==> src/rtl/rob_commit_queue.sv <==
`timescale 1ns/1ps
// -----------------------------------------------------------------------------
// rob_commit_queue
//
// Reorder buffer for the out-of-order core. The dispatcher allocates one entry
// per instruction in program order. The CDB marks entries ready with their
// results. Entries retire in order, at most one per cycle, and each retirement
// produces a one-cycle pulse on the register-file commit port. A retiring
// branch whose actual outcome differs from its prediction also pulses
// rollback_flag with the corrected PC and empties the whole buffer.
//
// Entry ids seen outside the buffer are slot index + 1. Id 0 is reserved as
// "no dependency", so it never matches a slot.
//
// Optional feature (macro ROB_QRY_BYPASS_EN):
//   defined   : an operand query also sees a same-cycle CDB broadcast to a
//               busy entry (qry_ready/qry_val forwarded from cdb_*).
//   undefined : a query sees stored state only; a result becomes visible the
//               cycle after its CDB broadcast.
//
// Ports
//   clk, rst          clock; synchronous active-high reset
//   alloc_en/rd/is_br/pred_taken
//                     dispatcher allocation request (ignored while full)
//   alloc_id          id the next allocation receives (combinational)
//   full              buffer holds ROB_SIZE entries (combinational)
//   cdb_en/id/val/taken/target
//                     result broadcast; ignored for id 0 or non-busy entries
//   qry_id            operand lookup id
//   qry_ready/qry_val lookup result (0/0 unless the entry holds a result)
//   commit_flag/rd/id/val
//                     registered one-cycle retirement pulse
//   rollback_flag/pc  registered one-cycle flush pulse and redirect PC
// -----------------------------------------------------------------------------
module rob_commit_queue #(
  parameter int ROB_SIZE = 16,
  parameter int ID_W     = 5,
  parameter int DATA_W   = 32
) (
  input  logic              clk,
  input  logic              rst,
  // dispatcher allocation
  input  logic              alloc_en,
  input  logic [4:0]        alloc_rd,
  input  logic              alloc_is_br,
  input  logic              alloc_pred_taken,
  output logic [ID_W-1:0]   alloc_id,
  output logic              full,
  // common data bus
  input  logic              cdb_en,
  input  logic [ID_W-1:0]   cdb_id,
  input  logic [DATA_W-1:0] cdb_val,
  input  logic              cdb_taken,
  input  logic [DATA_W-1:0] cdb_target,
  // operand query
  input  logic [ID_W-1:0]   qry_id,
  output logic              qry_ready,
  output logic [DATA_W-1:0] qry_val,
  // register-file commit port
  output logic              commit_flag,
  output logic [4:0]        commit_rd,
  output logic [ID_W-1:0]   commit_id,
  output logic [DATA_W-1:0] commit_val,
  // flush
  output logic              rollback_flag,
  output logic [DATA_W-1:0] rollback_pc
);

  localparam int IDX_W = $clog2(ROB_SIZE);
  localparam int CNT_W = IDX_W + 1;
  localparam logic [CNT_W-1:0] SIZE_CNT = CNT_W'(ROB_SIZE);

  // ---------------------------------------------------------------------------
  // State
  // ---------------------------------------------------------------------------
  logic [IDX_W-1:0]    head_q, head_d;
  logic [IDX_W-1:0]    tail_q, tail_d;
  logic [CNT_W-1:0]    count_q, count_d;
  logic [ROB_SIZE-1:0] busy_q, busy_d;
  logic [ROB_SIZE-1:0] ready_q, ready_d;

  // Entry payload. Only busy/ready carry meaning after reset or flush, so the
  // payload is never reset.
  logic [4:0]          rd_q     [ROB_SIZE];
  logic [DATA_W-1:0]   val_q    [ROB_SIZE];
  logic [DATA_W-1:0]   target_q [ROB_SIZE];
  logic [ROB_SIZE-1:0] is_br_q;
  logic [ROB_SIZE-1:0] pred_q;
  logic [ROB_SIZE-1:0] taken_q;

  // Registered outputs
  logic              commit_flag_q;
  logic [4:0]        commit_rd_q;
  logic [ID_W-1:0]   commit_id_q;
  logic [DATA_W-1:0] commit_val_q;
  logic              rollback_flag_q;
  logic [DATA_W-1:0] rollback_pc_q;

  // ---------------------------------------------------------------------------
  // Per-entry id decode. A CDB write or query only selects a slot that is
  // busy; ids 0 and ids beyond ROB_SIZE never match any slot.
  // ---------------------------------------------------------------------------
  logic [ROB_SIZE-1:0] cdb_sel;
  logic [ROB_SIZE-1:0] qry_sel;

  genvar gi;
  generate
    for (gi = 0; gi < ROB_SIZE; gi++) begin : g_entry
      localparam logic [ID_W-1:0] ENTRY_ID = ID_W'(gi + 1);
      assign cdb_sel[gi] = cdb_en && (cdb_id == ENTRY_ID) && busy_q[gi];
      assign qry_sel[gi] = (qry_id == ENTRY_ID) && busy_q[gi];
    end
  endgenerate

  // ---------------------------------------------------------------------------
  // Control decisions for this cycle
  // ---------------------------------------------------------------------------
  logic full_w;
  logic alloc_ok;
  logic commit_fire;
  logic mispredict;

  assign full_w   = (count_q == SIZE_CNT);
  assign alloc_ok = alloc_en && !full_w;

  // Retirement looks only at registered ready, so a CDB to the head entry
  // this cycle cannot retire it until the following edge.
  assign commit_fire = busy_q[head_q] && ready_q[head_q];
  assign mispredict  = commit_fire && is_br_q[head_q] &&
                       (taken_q[head_q] != pred_q[head_q]);

  // ---------------------------------------------------------------------------
  // Next-state logic
  // ---------------------------------------------------------------------------
  always_comb begin
    head_d  = head_q;
    tail_d  = tail_q;
    count_d = count_q;
    busy_d  = busy_q;
    ready_d = ready_q | cdb_sel;

    if (commit_fire) begin
      busy_d[head_q]  = 1'b0;
      ready_d[head_q] = 1'b0;
      head_d          = head_q + IDX_W'(1);
    end

    // The tail slot is never busy when alloc_ok, so it cannot collide with
    // the retiring head or with a CDB write.
    if (alloc_ok) begin
      busy_d[tail_q]  = 1'b1;
      ready_d[tail_q] = 1'b0;
      tail_d          = tail_q + IDX_W'(1);
    end

    unique case ({alloc_ok, commit_fire})
      2'b10:   count_d = count_q + CNT_W'(1);
      2'b01:   count_d = count_q - CNT_W'(1);
      default: count_d = count_q;
    endcase

    // A mispredicted retirement empties the buffer; it overrides any
    // same-cycle allocation and CDB write.
    if (mispredict) begin
      head_d  = '0;
      tail_d  = '0;
      count_d = '0;
      busy_d  = '0;
      ready_d = '0;
    end
  end

  // ---------------------------------------------------------------------------
  // Control registers and registered outputs
  // ---------------------------------------------------------------------------
  always_ff @(posedge clk) begin
    if (rst) begin
      head_q          <= '0;
      tail_q          <= '0;
      count_q         <= '0;
      busy_q          <= '0;
      ready_q         <= '0;
      commit_flag_q   <= 1'b0;
      commit_rd_q     <= '0;
      commit_id_q     <= '0;
      commit_val_q    <= '0;
      rollback_flag_q <= 1'b0;
      rollback_pc_q   <= '0;
    end else begin
      head_q          <= head_d;
      tail_q          <= tail_d;
      count_q         <= count_d;
      busy_q          <= busy_d;
      ready_q         <= ready_d;
      commit_flag_q   <= commit_fire;
      commit_rd_q     <= commit_fire ? rd_q[head_q] : '0;
      commit_id_q     <= commit_fire ? (ID_W'(head_q) + ID_W'(1)) : '0;
      commit_val_q    <= commit_fire ? val_q[head_q] : '0;
      rollback_flag_q <= mispredict;
      rollback_pc_q   <= mispredict ? target_q[head_q] : '0;
    end
  end

  // ---------------------------------------------------------------------------
  // Entry payload writes. Writes that coincide with a flush or reset land in
  // slots that end up non-busy, so they are harmless.
  // ---------------------------------------------------------------------------
  always_ff @(posedge clk) begin
    if (alloc_ok) begin
      rd_q[tail_q]    <= alloc_rd;
      is_br_q[tail_q] <= alloc_is_br;
      pred_q[tail_q]  <= alloc_pred_taken;
    end
    for (int i = 0; i < ROB_SIZE; i++) begin
      if (cdb_sel[i]) begin
        val_q[i]    <= cdb_val;
        taken_q[i]  <= cdb_taken;
        target_q[i] <= cdb_target;
      end
    end
  end

  // ---------------------------------------------------------------------------
  // Operand query
  // ---------------------------------------------------------------------------
  always_comb begin
    qry_ready = 1'b0;
    qry_val   = '0;
    for (int i = 0; i < ROB_SIZE; i++) begin
      if (qry_sel[i] && ready_q[i]) begin
        qry_ready = 1'b1;
        qry_val   = val_q[i];
      end
    end
`ifdef ROB_QRY_BYPASS_EN
    // Forward a result being broadcast this cycle to a busy queried entry.
    if (cdb_en && (cdb_id == qry_id) && (|qry_sel)) begin
      qry_ready = 1'b1;
      qry_val   = cdb_val;
    end
`endif
  end

  // ---------------------------------------------------------------------------
  // Output wiring
  // ---------------------------------------------------------------------------
  assign alloc_id      = ID_W'(tail_q) + ID_W'(1);
  assign full          = full_w;
  assign commit_flag   = commit_flag_q;
  assign commit_rd     = commit_rd_q;
  assign commit_id     = commit_id_q;
  assign commit_val    = commit_val_q;
  assign rollback_flag = rollback_flag_q;
  assign rollback_pc   = rollback_pc_q;

endmodule

==> config.mk <==
export PLATFORM = sky130hd
export DESIGN_NAME = rob_commit_queue
export DESIGN_NICKNAME = d
export VERILOG_FILES = /design/src/rtl/rob_commit_queue.sv
export SDC_FILE = /design/constraint.sdc
export NUM_CORES = 1
export LEC_CHECK = 0
export BUFFER_PORTS_ARGS = -buffer_cell sky130_fd_sc_hd__buf_2
export CELL_PAD_IN_SITES_DETAIL_PLACEMENT = 0
export CELL_PAD_IN_SITES_GLOBAL_PLACEMENT = 1
export CORE_MARGIN = 2
export CORE_UTILIZATION = 36
export DETAILED_ROUTE_END_ITERATION = 16
export PLACE_DENSITY = 0.56
export SLEW_MARGIN = 20
export SYNTH_ARGS = -nofsm -noshare
export SYNTH_HDL_FRONTEND = slang
export SYNTH_SLANG_ARGS = --single-unit
export TNS_END_PERCENT = 100
==> constraint.sdc <==
create_clock -name clk -period 5.35 [get_ports clk]
set_clock_uncertainty 0.15 [all_clocks]
set_input_delay 1.07 -clock clk [delete_from_list [all_inputs] [get_ports clk]]
set_output_delay 1.07 -clock clk [all_outputs]
set_load 0.005 [all_outputs]
==> results_dict.tcl, run 1 <==
set metrics [dict create \
    grt_max_degree 109 \
    drc 0 \
    ys_ff_latch 1273 \
    drt_iter0_markers 3062 \
    crit_required_ps 4130 \
    worst_slew_pin_slew_ps 1100 \
    status "complete, no violations" \
    fin_crit_sh_pct 90.4 \
    async_reset_ff_share_pct 0 \
    total_power_mw 20.9 \
    syn_nets 3054 \
    fmax_mhz 207 \
    reg2reg_slack_ps 1500 \
    finalCriticalPeriod_ps 4840 \
    routed_via_density 5.87 \
    portBuffers 200 \
    dieArea_mm2 0.149 \
    grt_overflow 0 \
    hold_violations 0 \
    wirelength_um 163000 \
    yosys_warnings 0 \
    clk_pin_slew_ps 60 \
    cts_made_buffers 143 \
    clkLatencyLatePin_ps 780 \
    dieHeight_um 386 \
    ys_types 64 \
    worstSetupEndpointType "primary output" \
    coreArea_mm2 0.145 \
    drtAntennaViolNets 0 \
    rows 140 \
    start_util_pct 36.2 \
    maxSlewHeadroom_pct 26.5 \
    dp_hpwl_um 94200 \
    cp_max_fo 28 \
    htree_levels 4 \
    antenna_found_initial 31 \
    vias 30700 \
    grt_pass1_wl_um 233000 \
    p_leak_nw 19.0 \
    io_pins 201 \
    final_cells 5219 \
    die_x_um 386 \
    yosys.area.top_type_share_pct 65.7 \
    avgSynthCellArea_um2 17.8 \
    finalNetCount 3278 \
    rsz0062_at_grt "no" \
    cts_root_buf "clkbuf_16" \
    cts_tree "yes" \
    avgRoutedWirePerCell_um 31.3 \
    hp-class "reg2reg" \
    maxCapViolCount 0 \
    cts-resized-gates 0 \
    ir_worst_vdd_mv 0.212 \
    setup_violations 0 \
    grt_usage_pct 21.9 \
    syn_inst 2955 \
    tns_ps 0 \
    syn_to_final_growth_pct 16.1 \
    postCtsSetupBuffers 0 \
    power_density_mw_per_mm2 343 \
    final_common_cell "edfxtp_1" \
    netlist_area_mm2 0.0526 \
    final_cell_mix "edfxtp_1, mux4_2, buf_2, nor2_1, o21ai_0" \
    grt_pass1_vias 32000 \
    dr.pass1.iters 5 \
    holdBufCountCts 0 \
    clk_path_buf_depth 3 \
    synth_edf_count 1152 \
    place_inst 4951 \
    synth_area_leader_cell "edfxtp_1" \
    path_class "in2out" \
    drive_gt1_share_pct 28.0 \
    cp-start-kind "primary input" \
    gp_congestion 0.829 \
    post-route-util_pct 42.0 \
    yosys-top-cells-area "edfxtp_1, mux4_2, dfxtp_1, o21ai_0, nor2_1" \
    slew_violations 0 \
    seq_area_frac_synth_pct 70.3 \
    arrival_ps 3620 \
    cts.sinks 1273 \
    synthFlopType "edfxtp_1" \
]
[where the power goes]
part	internal [mW]	switching, mW	total [mW]
clock network	5.71	4.05	9.76
logic	0.0830	0.240	0.323
registers	10.8	0.0125	10.9
[critical path, cell delays in order]
cell and delay, ps:
buf_2 290, and4b_2 920, a22oi_1 160, o211ai_1 220, a221o_1 180, a211oi_1 80, nor2_1 470, buf_2 220
[Yosys cell counts (all sizes together), types with 3 or more instances]
library cell / instances
edfxtp: 1152
mux4: 364
nor2: 178
o21ai: 175
clkbuf: 166
dfxtp: 121
a21oi: 113
nor2b: 78
nand2: 68
buf: 54
a221o: 53
nand3: 51
o211ai: 39
a22oi: 38
a221oi: 36
o22ai: 32
nor4: 28
a211oi: 25
and3: 23
inv: 23
ha: 12
nor3: 10
o221ai: 10
a2bb2oi: 8
and2: 8
nand2b: 8
nor3b: 8
and4b: 6
xor2: 6
nand4b: 5
a211o: 4
a31oi: 4
nand4: 4
nor4b: 4
xnor2: 4
and4: 3
o2111ai: 3
or3: 3
[per-layer routing]
metal  wire [um]  GRT usage (%)  up-vias  part of all wire (%)
met2       80100           36.4     1354                    49
met1       66600           28.5    16300                    41
met3       11100           4.57      334                   6.8
met5         156              0        -                 0.096
li1            -              -    12700                     -
met4        5160           7.51       26                   3.2
[worst paths after layout]
kind | from | end | depth (start not counted)
setup reg to reg | head_q[1] | count_q[4] | 14
hold / removal | busy_q[0] | busy_q[0] | 2
setup / recovery | qry_id[0] | qry_val[10] | 8
hold reg to reg | busy_q[0] | busy_q[0] | 2
[registers in the layout (all words and copies together) (netlist names), 32 cells and up]
name / count
rd_q: 80
val_q: 512
rollback_pc: 32
commit_val: 32
target_q: 512
[layout make-up]
cell class,count,area (um^2)
fillers,12900,84300
diodes,4,10.0
inverters,23,93.8
flip-flops and latches,1273,37000
clock buffers,195,3970
well taps,1917,2400
clock inverters,69,709
repair buffers,299,2080
multi-input cells,1439,14800
[metrics by stage]
step                      area [um^2]  worst slack (ps)  hold WS [ps]
final                           61100               512           365
after global routing            61100               241           384
after CTS                       61100               554           354
after detailed placement        56400               550           354
after global placement          56400               556           353
after floorplan                 52600              1170           304
[cell families (layout without fill, tap and decap cells)]
group                      count (synthesis)  count (layout)  synth area share [%]
DFF                                     1273            1273                  70.3
other                                      0               4                     0
buffers and inverters                    243             586                  1.87
and+or+nand+nor                          495             495                  4.77
adders and majority gates                 13              13                 0.323
AOI/OAI and AO/OA                        555             555                  6.91
xor gates and xnor gates                  10              10                 0.166
muxes                                    366             366                  15.6
No activity file was read; power rests on OpenSTA's default activity.
==> run 2, diff against run 1 <==
Settings changed: CORE_MARGIN 2 to 5, PLACE_DENSITY 0.56 to 0.65.
==> run 2 against run 1 <==
First-iteration DRC count is 19% higher. Clock-buffer cell count is 11 lower. Fmax is 2.4% lower. Power is 0.76% lower. Critical endpoint is now qry_val[30].
==> results_dict.tcl, run 2 (synthesis results as in run 1) <==
set metrics [dict create \
    status "complete, no violations" \
    antenna_found_initial 32 \
    finalCriticalPeriod_ps 4960 \
    seq_power_share_pct 52.2 \
    start_util_pct 36.1 \
    dp_hpwl_um 91600 \
    power.switching_mw 4.33 \
    arrival_ps 3740 \
    p_leak_nw 19.0 \
    syn_to_final_growth_pct 15.8 \
    crit_required_ps 4130 \
    final_common_cell "edfxtp_1" \
    path_cells "buf_2 -> and4b_2 -> buf_4 -> a21oi_1 -> o21ai_0 -> o211ai_1 -> and3_1 -> o21ai_0 -> buf_2" \
    htree_levels 4 \
    cts-resized-gates 0 \
    grt_overflow 0 \
    die_x_um 392 \
    hold_violations 0 \
    cpMaxStageDelayCell "o21ai_0" \
    drt_iter0_markers 3643 \
    fmax_mhz 202 \
    grt_usage_pct 20.8 \
    worstSetupEndpointType "primary output" \
    p_comb_share_pct 1.6 \
    setup_violations 0 \
    fin_crit_sh_pct 92.7 \
    coreArea_mm2 0.146 \
    hp-class "in2reg" \
    wirelength_um 162000 \
    vias 30700 \
    cts.sinks 1273 \
    grt_pass1_vias 31300 \
    final_cell_mix "edfxtp_1, mux4_2, buf_2, nor2_1, o21ai_0" \
    cp_max_fo 33 \
    cts_tree "yes" \
    power_density_mw_per_mm2 341 \
    grt_pass1_wl_um 231000 \
    maxCapViolCount 0 \
    io_pins 201 \
    drive_gt1_share_pct 27.9 \
    finalNetCount 3277 \
    p_clk_share_pct 46.2 \
    clk_path_buf_depth 3 \
    top_regs "target_q: 512 flops, val_q: 512 flops, rd_q: 80 flops" \
    cts_root_buf "clkbuf_16" \
    swShare_pct 20.8 \
    min_path_cells 2 \
    maxSlewHeadroom_pct 31.1 \
    clk_pin_slew_ps 60 \
    path_class "in2out" \
    clkLatencyLatePin_ps 770 \
    holdBufCountCts 0 \
    finish.instance_area_mm2 0.0609 \
    dieHeight_um 392 \
    ir_worst_vdd_mv 0.271 \
    rr_worst_depth 14 \
    grt_max_degree 113 \
    drc 0 \
    gp_congestion 0.814 \
    portBuffers 200 \
    rsz0062_at_grt "no" \
    cts_made_buffers 142 \
    routed_via_density 5.88 \
    drtAntennaViolNets 0 \
    cpPeakStageDelay_ps 620 \
    postPlaceCellArea_mm2 0.0563 \
    postCtsSetupBuffers 0 \
    avgRoutedWirePerCell_um 30.9 \
    slew_violations 0 \
    dr.pass1.iters 6 \
    worst_slew_pin_slew_ps 1030 \
    tns_ps 0 \
    internal_power_mw 16.5 \
    cp-start-kind "primary input" \
    dieArea_mm2 0.154 \
    reg2reg_slack_ps 1310 \
    rows 140 \
]
run 2: cell count changes in the layout (fill, tap and decap cells not counted), moves of 2 or more:
cell and delta:
and3b_1 -2, clkinv_8 +3, clkinv_1 +14, clkinv_4 +2, bufinv_16 -2, clkinv_2 -2
clkbuf_8 -5, buf_4 +4, clkbuf_1 -6, buf_12 -5, clkinvlp_4 -4, and3b_2 +2
diode_2 +7
run 2: per-stage QoR:
stage	power, mW	hold slack (ps)	cells	worst slack, ps	util, %
global route	21.4	351	5214	306	41.8
CTS	21.0	306	5214	473	41.8
detailed placement	11.4	357	4951	490	38.7
global placement	11.4	353	4950	257	38.7
finish	20.8	362	5225	392	41.9
floorplan	11.2	304	2955	1170	-
run 2: worst paths after layout:
path	from	end
hold reg to reg	busy_q[1]	busy_q[1]
setup / recovery	qry_id[1]	qry_val[30]
hold / removal	rst	head_q[1]
setup reg to reg	head_q[2]	count_q[4]
run 2: metal layers:
layer / part of all wire [%] / global-route usage (%) / vias up
met5: 0.055 / 0 / -
li1: - / - / 12700
met1: 40 / 27.5 / 16100
met3: 7.7 / 4.28 / 391
met4: 3.9 / 7.68 / 14
met2: 49 / 34.2 / 1480
run 2: critical path, delay by kind of cell:
family / cells / cell delay, ps
AO/OA/AOI/OAI: 4 / 1060
buffers and inverters: 3 / 1090
AND/OR/NAND/NOR: 2 / 500
run 2: area by class of cell:
| cell class | count | area, um^2 |
|---|---|---|
| fillers | 12900 | 84600 |
| flip-flops and latches | 1273 | 37000 |
| multi-input cells | 1439 | 14800 |
| clock buffers | 184 | 3870 |
| well taps | 1917 | 2400 |
| repair buffers | 299 | 2020 |
| clock inverters | 79 | 698 |
| inverters | 23 | 93.8 |
| diodes | 11 | 27.5 |
run 2: power groups by stage:
stage                     sequential [mW]  clock [mW]  combinational, mW
after floorplan                      11.1           0              0.113
after global placement               11.1           0              0.315
after detailed placement             11.1           0              0.325
after CTS                            10.9        9.78              0.326
after global routing                 10.9        10.2              0.350
final                                10.9        9.61              0.324
